`src/rtl/gmrr_pkg.sv`:
```
// Shared widths for the gmrr predistortion path, plus the interpolation rounding helper.
package gmrr_pkg;

  localparam int AWIDTH = 9;
  localparam int FWIDTH = 7;
  localparam int DWIDTH = 32;
  localparam int TWIDTH = AWIDTH + FWIDTH;
  localparam int PWIDTH = DWIDTH + FWIDTH + 2;

  // Adds one half LSB of the fraction weight, then floors: half-up toward +inf.
  function automatic logic signed [DWIDTH-1:0] round_shift(input logic signed [PWIDTH-1:0] prod);
    logic signed [PWIDTH-1:0] half;
    half = '0;
    half[FWIDTH-1] = 1'b1;
    return DWIDTH'((prod + half) >>> FWIDTH);
  endfunction

endpackage

```
`src/rtl/interp_table_reader_if.sv`:
```
// Sample stream in/out plus the table RAM port A read signals of interp_table_reader.
interface interp_table_reader_if;
  import gmrr_pkg::*;

  logic [TWIDTH-1:0] i_tdata;
  logic              i_tlast;
  logic              i_tvalid;
  logic              i_tready;
  logic [DWIDTH-1:0] o_tdata;
  logic              o_tlast;
  logic              o_tvalid;
  logic              o_tready;
  logic              ram_en;
  logic [AWIDTH-1:0] ram_addr;
  logic [DWIDTH-1:0] ram_do;
  logic [DWIDTH-1:0] ram_do_next;

  modport slave (
    input  i_tdata, i_tlast, i_tvalid, o_tready, ram_do, ram_do_next,
    output i_tready, o_tdata, o_tlast, o_tvalid, ram_en, ram_addr
  );

  modport master (
    output i_tdata, i_tlast, i_tvalid, o_tready, ram_do, ram_do_next,
    input  i_tready, o_tdata, o_tlast, o_tvalid, ram_en, ram_addr
  );

endinterface

```
`src/rtl/interp_lerp.sv`:
```
// Interpolation datapath: slope register, then fraction multiply, round and add into the output register.
module interp_lerp
  import gmrr_pkg::*;
(
  input  logic              clk,
  input  logic              reset,
  input  logic              en_i,
  input  logic [DWIDTH-1:0] d0_i,
  input  logic [DWIDTH-1:0] d1_i,
  input  logic [FWIDTH-1:0] frac_i,
  output logic [DWIDTH-1:0] y_o
);

  logic signed [DWIDTH:0]   diff_d;
  logic signed [DWIDTH:0]   diff_q;
  logic [DWIDTH-1:0]        d0_q;
  logic [FWIDTH-1:0]        frac_q;
  logic signed [FWIDTH:0]   frac_ext_s;
  logic signed [PWIDTH-1:0] prod_s;
  logic [DWIDTH-1:0]        y_d;
  logic [DWIDTH-1:0]        y_q;

  // Slope and weighted sum; the rounded term stays within [0, d1-d0] so y needs no saturation.
  always_comb begin
    diff_d     = $signed({d1_i[DWIDTH-1], d1_i}) - $signed({d0_i[DWIDTH-1], d0_i});
    frac_ext_s = $signed({1'b0, frac_q});
    prod_s     = PWIDTH'(diff_q) * PWIDTH'(frac_ext_s);
    y_d        = d0_q + round_shift(prod_s);
  end

  // S2 and S3 registers, frozen together with the rest of the pipeline on a stall.
  always_ff @(posedge clk or posedge reset) begin
    if (reset) begin
      diff_q <= '0;
      d0_q   <= '0;
      frac_q <= '0;
      y_q    <= '0;
    end else if (en_i) begin
      diff_q <= diff_d;
      d0_q   <= d0_i;
      frac_q <= frac_i;
      y_q    <= y_d;
    end
  end

  assign y_o = y_q;

endmodule

```
`src/rtl/interp_table_reader.sv`:
```
// Table read engine: issues one dual-entry read per sample and returns the interpolated entry 4 cycles later.
module interp_table_reader
  import gmrr_pkg::*;
(
  input  logic                  clk,
  input  logic                  reset,
  interp_table_reader_if.slave  bus
);

  logic              advance_s;
  logic              accept_s;
  logic              v0_q, v1_q, v2_q, v3_q;
  logic              last0_q, last1_q, last2_q, last3_q;
  logic [FWIDTH-1:0] frac0_q, frac1_q;
  logic [DWIDTH-1:0] d0_q, d1_q;

  // Stall control: every stage and the RAM read move only when the output slot can drain.
  always_comb begin
    advance_s    = ~v3_q | bus.o_tready;
    accept_s     = bus.i_tvalid & advance_s & ~reset;
    bus.i_tready = advance_s & ~reset;
    bus.ram_en   = accept_s;
    if (accept_s) begin
      bus.ram_addr = bus.i_tdata[TWIDTH-1:FWIDTH];
    end else begin
      bus.ram_addr = '0;
    end
  end

  // S0/S1 sideband and captured table entries; bubbles travel like samples.
  always_ff @(posedge clk or posedge reset) begin
    if (reset) begin
      v0_q    <= 1'b0;
      v1_q    <= 1'b0;
      v2_q    <= 1'b0;
      v3_q    <= 1'b0;
      last0_q <= 1'b0;
      last1_q <= 1'b0;
      last2_q <= 1'b0;
      last3_q <= 1'b0;
      frac0_q <= '0;
      frac1_q <= '0;
      d0_q    <= '0;
      d1_q    <= '0;
    end else if (advance_s) begin
      v0_q    <= accept_s;
      last0_q <= bus.i_tlast;
      frac0_q <= bus.i_tdata[FWIDTH-1:0];
      v1_q    <= v0_q;
      last1_q <= last0_q;
      frac1_q <= frac0_q;
      d0_q    <= bus.ram_do;
      d1_q    <= bus.ram_do_next;
      v2_q    <= v1_q;
      last2_q <= last1_q;
      v3_q    <= v2_q;
      last3_q <= last2_q;
    end
  end

  interp_lerp u_lerp (
    .clk    (clk),
    .reset  (reset),
    .en_i   (advance_s),
    .d0_i   (d0_q),
    .d1_i   (d1_q),
    .frac_i (frac1_q),
    .y_o    (bus.o_tdata)
  );

  assign bus.o_tvalid = v3_q;
  assign bus.o_tlast  = last3_q;

endmodule

```
`src/flat_wrapper.sv`:
```
// flat-port wrapper written by rule: the top's interface ports become plain ports
module interp_table_reader_flat import gmrr_pkg::*;
  (clk, reset, bus_i_tdata, bus_i_tlast, bus_i_tvalid, bus_o_tready, bus_ram_do, bus_ram_do_next, bus_i_tready, bus_o_tdata, bus_o_tlast, bus_o_tvalid, bus_ram_en, bus_ram_addr);
  interp_table_reader_if bus_i ();
  input  logic clk;
  input  logic reset;
  input wire logic [$bits(bus_i.i_tdata)-1:0] bus_i_tdata;
  input wire logic [$bits(bus_i.i_tlast)-1:0] bus_i_tlast;
  input wire logic [$bits(bus_i.i_tvalid)-1:0] bus_i_tvalid;
  input wire logic [$bits(bus_i.o_tready)-1:0] bus_o_tready;
  input wire logic [$bits(bus_i.ram_do)-1:0] bus_ram_do;
  input wire logic [$bits(bus_i.ram_do_next)-1:0] bus_ram_do_next;
  output wire logic [$bits(bus_i.i_tready)-1:0] bus_i_tready;
  output wire logic [$bits(bus_i.o_tdata)-1:0] bus_o_tdata;
  output wire logic [$bits(bus_i.o_tlast)-1:0] bus_o_tlast;
  output wire logic [$bits(bus_i.o_tvalid)-1:0] bus_o_tvalid;
  output wire logic [$bits(bus_i.ram_en)-1:0] bus_ram_en;
  output wire logic [$bits(bus_i.ram_addr)-1:0] bus_ram_addr;
  assign bus_i.i_tdata = bus_i_tdata;
  assign bus_i.i_tlast = bus_i_tlast;
  assign bus_i.i_tvalid = bus_i_tvalid;
  assign bus_i.o_tready = bus_o_tready;
  assign bus_i.ram_do = bus_ram_do;
  assign bus_i.ram_do_next = bus_ram_do_next;
  assign bus_i_tready = bus_i.i_tready;
  assign bus_o_tdata = bus_i.o_tdata;
  assign bus_o_tlast = bus_i.o_tlast;
  assign bus_o_tvalid = bus_i.o_tvalid;
  assign bus_ram_en = bus_i.ram_en;
  assign bus_ram_addr = bus_i.ram_addr;
  interp_table_reader u_core (.clk(clk), .reset(reset), .bus(bus_i));
endmodule
```
`config.mk`:
```
export PLATFORM = sky130hd
export DESIGN_NAME = interp_table_reader_flat
export DESIGN_NICKNAME = d
export VERILOG_FILES = /design/src/rtl/gmrr_pkg.sv /design/src/rtl/interp_table_reader_if.sv /design/src/rtl/interp_lerp.sv /design/src/rtl/interp_table_reader.sv /design/src/flat_wrapper.sv
export SDC_FILE = /design/constraint.sdc
export NUM_CORES = 1
export LEC_CHECK = 0
export CORE_MARGIN = 10
export CORE_UTILIZATION = 30
export CTS_CLUSTER_DIAMETER = 120
export CTS_CLUSTER_SIZE = 28
export DETAILED_ROUTE_END_ITERATION = 10
export PLACE_DENSITY_LB_ADDON = 0.05
export SLEW_MARGIN = 30
export SYNTH_ARGS = -nofsm -noshare
export SYNTH_HDL_FRONTEND = slang
export SYNTH_SLANG_ARGS = --single-unit
```
`constraint.sdc`:
```
create_clock -name clk -period 14.5 [get_ports clk]
set_input_delay 1.45 -clock clk [delete_from_list [all_inputs] [get_ports clk]]
set_output_delay 1.45 -clock clk [all_outputs]
set_load 0.01 [all_outputs]
```
==> run metrics, run 1 <==
CTS tree=yes; Worst Setup End Kind=register; clk slew on worst S/H paths=0.08 ns; fmax=128 MHz; Post-route DRC=0; largest net degree at the start of global routing=196; Mapped Cells=2,079; Least-Margin Pin Slew=0.900 ns; initial antenna violation count=2; net count after synthesis=2,499; CP arrival=8.12 ns; Compound-Gate Fraction of Synth Area=12.3%; total negative setup slack=0 ns; syn_area_per_cell=8.74 sq um; die height=266 um; Detail Route Antenna Nets=0; Register-to-Register Setup Slack=6.70 ns; I/O pin total=130; gr usage total=15.2%; Detailed Place HPWL=40.6 mm; Async S/R FF share, synth=100%; Synth-to-Final Area Change=14.9%; CP Max Fanout=34; top_reg_cell synth=dfrtp_1; Worst R2R End=u_core.u_lerp.y_o[26]$_DFFE_PP0N_; RSZ-0062 raised after global routing=no; fin util=34.7%; main combinational cell family by area after synthesis=adder cells; number of synthesis warnings=0; # nets final=2,588; GRT overflow=0; CTS resizes=0; flops & latches, synth=190; Final period util=53.8%; worst r2r src=u_core.u_lerp.frac_q[4]$_DFFE_PP0N_; Iter 0 DRT Violations=628; routed vias/inst=4.62; worst hold path depth=2; number of global-route vias before repair=14.6k; Period minus WS final=7.80 ns; status=completed; skew final=0.0113 ns; postcts setup bufs=0; fraction of layout cells with a size suffix above 1=2.71%; DP Worst Slack=6.75 ns; hold worst-path end=u_core.v2_q$_DFFE_PP0N_; Die Area=0.0708 sq mm; Unique masters post-synth=70; clock buffer depth=2; setup ws final=6.70 ns; via count=13.7k; EDFF count, synth=0; final WL=51.8 mm; max-cap viol count=0; Max Slew Vio Count=0; Hold Path Origin=u_core.v2_q$_DFFE_PP0N_; Fin. Hold Viols=0; core area=0.0601 sq mm; Post-Synth Adder-Cell Area=30.0%; startpoint types=register; H-tree depth=4; gpl congestion=0.794; simple-gate share of the synthesized area=19.3%; cells on worst reg2reg path=27; WP data required=14.82 ns; Worst Hold Class=register to register; clock sink count=190; # setup viols final=0; Row Count=90; DR pass1 iterations=5; worst skew pair latency=0.46 ns; Initial Util=30.2%; cts hold-fix bufs=0; crit path kind=register to register; IO Port Bufs=129; CTS Root Cell=clkbuf_16; Slew HR=40.0%; Mapped Area=0.0182 sq mm; wire per inst=17.5 um; post-synthesis mux area share=0%; CTS Buf Count=17; global-route wire length before repair=84.4 mm; Post-Synth XOR/XNOR Area=4.42%; Die Span X=266 um; Seq/Total Area, Yosys=26.2%
## logic make-up after synthesis
logic type                 count (synthesis)
adders and majority gates                335
DFF                                      190
and+or+nand+nor                          727
AOI/OAI and AO/OA                        357
buffers and inverters                    380
xor gates and xnor gates                  90
## metrics by stage
stage	area [sq um]	cells	hold slack (ns)
2_1_floorplan	18200	2079	0.430
3_3_place_gp	20300	2931	0.450
3_5_place_dp	20300	2931	0.456
4_1_cts	20900	2963	0.474
5_1_grt	20900	2963	0.488
6_report	20900	2964	0.465
## sequential cells by signal, indices dropped and copies added, names as in the netlist, 7 cells and up
register and cells:
u_core.u_lerp.diff_q 33, u_core.u_lerp.frac_q 7, u_core.u_lerp.d0_q 32, u_core.d0_q 32, u_core.frac1_q 7, u_core.frac0_q 7, u_core.d1_q 32, u_core.u_lerp.y_o 32
## final cells by class
cell class,count,area (sq um)
Fill cell,6429,39300
Multi-Input combinational cell,1509,12000
Sequential cell,190,4750
Timing Repair Buffer,141,1400
Inverter,309,1170
Tap cell,782,978
Clock buffer,18,439
Clock inverter,14,128
Antenna cell,1,2.50
## cells in the final DEF, fill, tap and decap left out, drive strengths merged, types with 30 or more instances in the layout
master and n:
a21o 30, a21oi 101, and2 216, clkdlybuf4s50 129, dfrtp 190, fa 167
ha 168, inv 315, nand2 344, nor2 69, o21ai 133, xnor2 46
xor2 43
## cell usage after synthesis, drive strengths merged (7+ instances only)
library cell	count	area (sq um)
ha	168	2100
nor2b	9	56.3
dfrtp	190	4750
o21bai	8	60.1
xor2	43	377
a31oi	10	62.6
and2	216	1350
o21ai	133	666
nand2	344	1290
inv	309	1160
or3	8	50.1
buf	7	27.5
nand2b	12	75.1
o21a	10	75.1
o31ai	7	57.6
nor2	69	259
a211oi	7	57.6
a21o	30	225
nor3	16	80.1
clkbuf	64	240
nand3	20	105
a21oi	101	509
xnor2	46	403
fa	167	3340
and3	13	81.3
## worst max path at each step
stage	from	endpoint	slack, ns	depth (start not counted)
after floorplan	reset	bus_ram_addr[0]	6.59	4
after global placement	u_core.u_lerp.frac_q[4]$_DFFE_PP0N_	u_core.u_lerp.y_o[26]$_DFFE_PP0N_	6.87	27
after detailed placement	u_core.u_lerp.frac_q[4]$_DFFE_PP0N_	u_core.u_lerp.y_o[26]$_DFFE_PP0N_	6.75	27
after CTS	u_core.u_lerp.frac_q[4]$_DFFE_PP0N_	u_core.u_lerp.y_o[26]$_DFFE_PP0N_	6.69	27
after global routing	u_core.u_lerp.frac_q[4]$_DFFE_PP0N_	u_core.u_lerp.y_o[26]$_DFFE_PP0N_	6.16	27
final	u_core.u_lerp.frac_q[4]$_DFFE_PP0N_	u_core.u_lerp.y_o[26]$_DFFE_PP0N_	6.70	27
## critical path, cell delays in order, from the launching register on
cell       delay [ns]
dfrtp_1          0.36
buf_4            0.25
and2_1           0.21
fa_1             0.55
fa_1             0.46
fa_1             0.55
inv_1            0.07
fa_1             0.54
inv_1            0.05
ha_1             0.37
a21oi_1          0.22
o211ai_1         0.12
a21oi_1          0.25
nand2_1          0.19
a21oi_1          0.31
o21bai_1         0.18
a21o_1           0.21
a21oi_1          0.17
xnor2_1          0.18
ha_1             0.32
and4_1           0.21
a221o_1          0.38
a221oi_2         0.45
nor3_1           0.16
a2111oi_4        0.43
a21oi_1          0.14
xnor2_1          0.21
a21oi_1          0.09
## per-layer routing
| metal | vias up | global-route usage, % | wire (um) |
|---|---|---|---|
| met1 | 6650 | 23.2 | 28300 |
| met3 | 26 | 2.15 | 1600 |
| met5 | - | 0 | 26 |
| met4 | 4 | 3.29 | 580 |
| li1 | 6834 | - | - |
| met2 | 171 | 22.1 | 21300 |
Power of run 1 is not shown: default switching activity piles up to over one toggle a cycle in this logic, so the estimate is an artifact.
==> run 2, diff against run 1 <==
Clock period 14.5 ns to 7.6 ns, I/O delays scaled along.
==> run 2 against run 1 <==
  * Clock skew fell by 0.00099 ns
  * Sequential share of layout area fell by 0.15 points
  * Die area did not move
  * Critical path depth did not move
  * Largest cell class unchanged
  * Critical path type unchanged
  * Worst setup slack got worse by 6.3 ns
  * Non-clock buffer count rose by 10
  * Hold slack improved by 0.0048 ns
  * Cell count rose by 0.40%
  * Register-to-register slack got worse by 6.3 ns
  * Flip-flop and latch count did not move
  * Wire length fell by 0.30%
  * Global-route usage fell by 0.051 points
==> run metrics, run 2 (synthesis results as in run 1) <==
Final period util=94.8% (was 53.8%); Slowest cell on crit path=fa_1 (unchanged); Detail Route Antenna Nets=0 (unchanged); CTS tree=yes (unchanged); clk slew on worst S/H paths=0.08 ns (about the same); Worst Hold Class=register to register (unchanged); CP arrival=7.51 ns (was 8.12 ns); placed cell count=2,941 (was 2,931); fin util=35.0% (was 34.7%); via count=13.8k (was 13.7k); Synth-to-Final Area Change=15.8% (was 14.9%); routed vias/inst=4.62 (about the same); max-cap viol count=0 (unchanged); clock buffer depth=2 (unchanged); CP Max Fanout=20 (was 34); I/O pin total=130 (unchanged); fmax=139 MHz (was 128 MHz); status=completed (unchanged); Slew HR=44.7% (was 40.0%); cell repeated most along the worst path=a21o_1 (was a21oi_1); wire per inst=17.3 um (was 17.5 um); largest net degree at the start of global routing=187 (was 196); die height=266 um (unchanged); core area=0.0601 sq mm (unchanged); total negative setup slack=0 ns (unchanged); Fin. Hold Viols=0 (unchanged); fraction of layout cells with a size suffix above 1=3.65% (was 2.71%); # setup viols final=0 (unchanged); Die Span X=266 um (unchanged); Max Slew Vio Count=0 (unchanged); clock sink count=190 (unchanged); CTS Buf Count=17 (unchanged); H-tree depth=4 (unchanged); slowest stage delay, CP=0.55 ns (about the same); crit path kind=register to register (unchanged); Finished Layout Cells=2,976 (was 2,964); Iter 0 DRT Violations=677 (was 628); DR pass1 iterations=5 (unchanged); Worst Setup End Kind=register (unchanged); global-route wire length before repair=85.0 mm (was 84.4 mm); GRT overflow=0 (unchanged); final WL=51.6 mm (was 51.8 mm); WP data required=7.90 ns (was 14.82 ns); most frequent cells in the layout=344 x nand2_1, 308 x inv_1, 216 x and2_1 (unchanged); Die Area=0.0708 sq mm (unchanged); gpl congestion=0.829 (was 0.794); max reg flops=33 (unchanged); Period minus WS final=7.21 ns (was 7.80 ns); Detailed Place HPWL=41.0 mm (was 40.6 mm); Post-route DRC=0 (unchanged); IO Port Bufs=129 (unchanged); startpoint types=register (unchanged); initial antenna violation count=2 (unchanged); skew final=0.0103 ns (was 0.0113 ns); cts hold-fix bufs=0 (unchanged); Row Count=90 (unchanged); Initial Util=30.2% (unchanged); worst skew pair latency=0.45 ns (was 0.46 ns); Most flops, register=u_core.u_lerp.diff_q (unchanged); commonest non-fill, non-tap cell in the layout=nand2_1 (unchanged); Least-Margin Pin Slew=0.830 ns (was 0.900 ns); number of global-route vias before repair=14.8k (was 14.6k); # nets final=2,598 (was 2,588); CTS Root Cell=clkbuf_16 (unchanged); gr usage total=15.2% (about the same)
run 2: cell types whose count changed in the layout (fill, tap and decap cells not counted), sizes merged:
cell    before  now
buf         12   22
diode        1    3
clkinv       4    1
bufinv       0    3
run 2: worst max-delay path, delay by kind of cell (launching register included):
family	cells	cell delay (ns)
AOI/OAI and AO/OA	14	2.65
xor gates and xnor gates	2	0.35
adders and majority gates	6	2.79
buffers and inverters	3	0.37
DFF	1	0.53
and+or+nand+nor	2	0.35
run 2: what timing repair did:
item / CTS / global route
buffers inserted: 0 / 0
resized for setup: 0 / 14
endpoints found under the setup margin: 0 / 13
run 2: path summary, 6_finish.rpt:
kind / startpoint / cells after the start / slack, ns / end
setup / recovery: u_core.u_lerp.frac_q[4]$_DFFE_PP0N_ / 27 / 0.39 / u_core.u_lerp.y_o[30]$_DFFE_PP0N_
hold / removal: u_core.frac1_q[3]$_DFFE_PP0N_ / 2 / 0.47 / u_core.frac1_q[3]$_DFFE_PP0N_
setup reg to reg: u_core.u_lerp.frac_q[4]$_DFFE_PP0N_ / 27 / 0.39 / u_core.u_lerp.y_o[30]$_DFFE_PP0N_
hold reg to reg: u_core.frac1_q[3]$_DFFE_PP0N_ / 2 / 0.47 / u_core.frac1_q[3]$_DFFE_PP0N_
max in group asynchronous: reset / 4 / 4.91 / u_core.u_lerp.y_o[28]$_DFFE_PP0N_
min in group asynchronous: reset / 2 / 0.84 / u_core.d0_q[0]$_DFFE_PP0N_
run 2: area by class of cell:
| cell class | instances | area, sq um |
|---|---|---|
| Tap cell | 782 | 978 |
| Fill cell | 6397 | 39100 |
| Sequential cell | 190 | 4760 |
| Antenna cell | 3 | 7.51 |
| Multi-Input combinational cell | 1509 | 12000 |
| Inverter | 309 | 1170 |
| Clock buffer | 18 | 429 |
| Timing Repair Buffer | 151 | 1470 |
| Clock inverter | 14 | 180 |
run 2: metal layers:
| layer | wire, um | GRT usage, % | share of wire [%] | vias to the layer above |
|---|---|---|---|---|
| met1 | 27700 | 22.8 | 54 | 6681 |
| met2 | 21300 | 22.0 | 41 | 181 |
| met5 | 27 | 0 | 0.052 | - |
| met3 | 1910 | 2.67 | 3.7 | 38 |
| li1 | - | - | - | 6848 |
| met4 | 697 | 3.34 | 1.4 | 4 |
run 2: per-stage QoR:
stage	instance area [sq um]	hold WS, ns	setup slack [ns]
final	21000	0.470	0.392
after floorplan	18200	0.430	0.795
after detailed placement	20400	0.456	0.163
after global routing	21000	0.496	-0.00367
after global placement	20400	0.449	0.251
after CTS	21000	0.476	0.149
Power of run 2 is left out for the same reason.
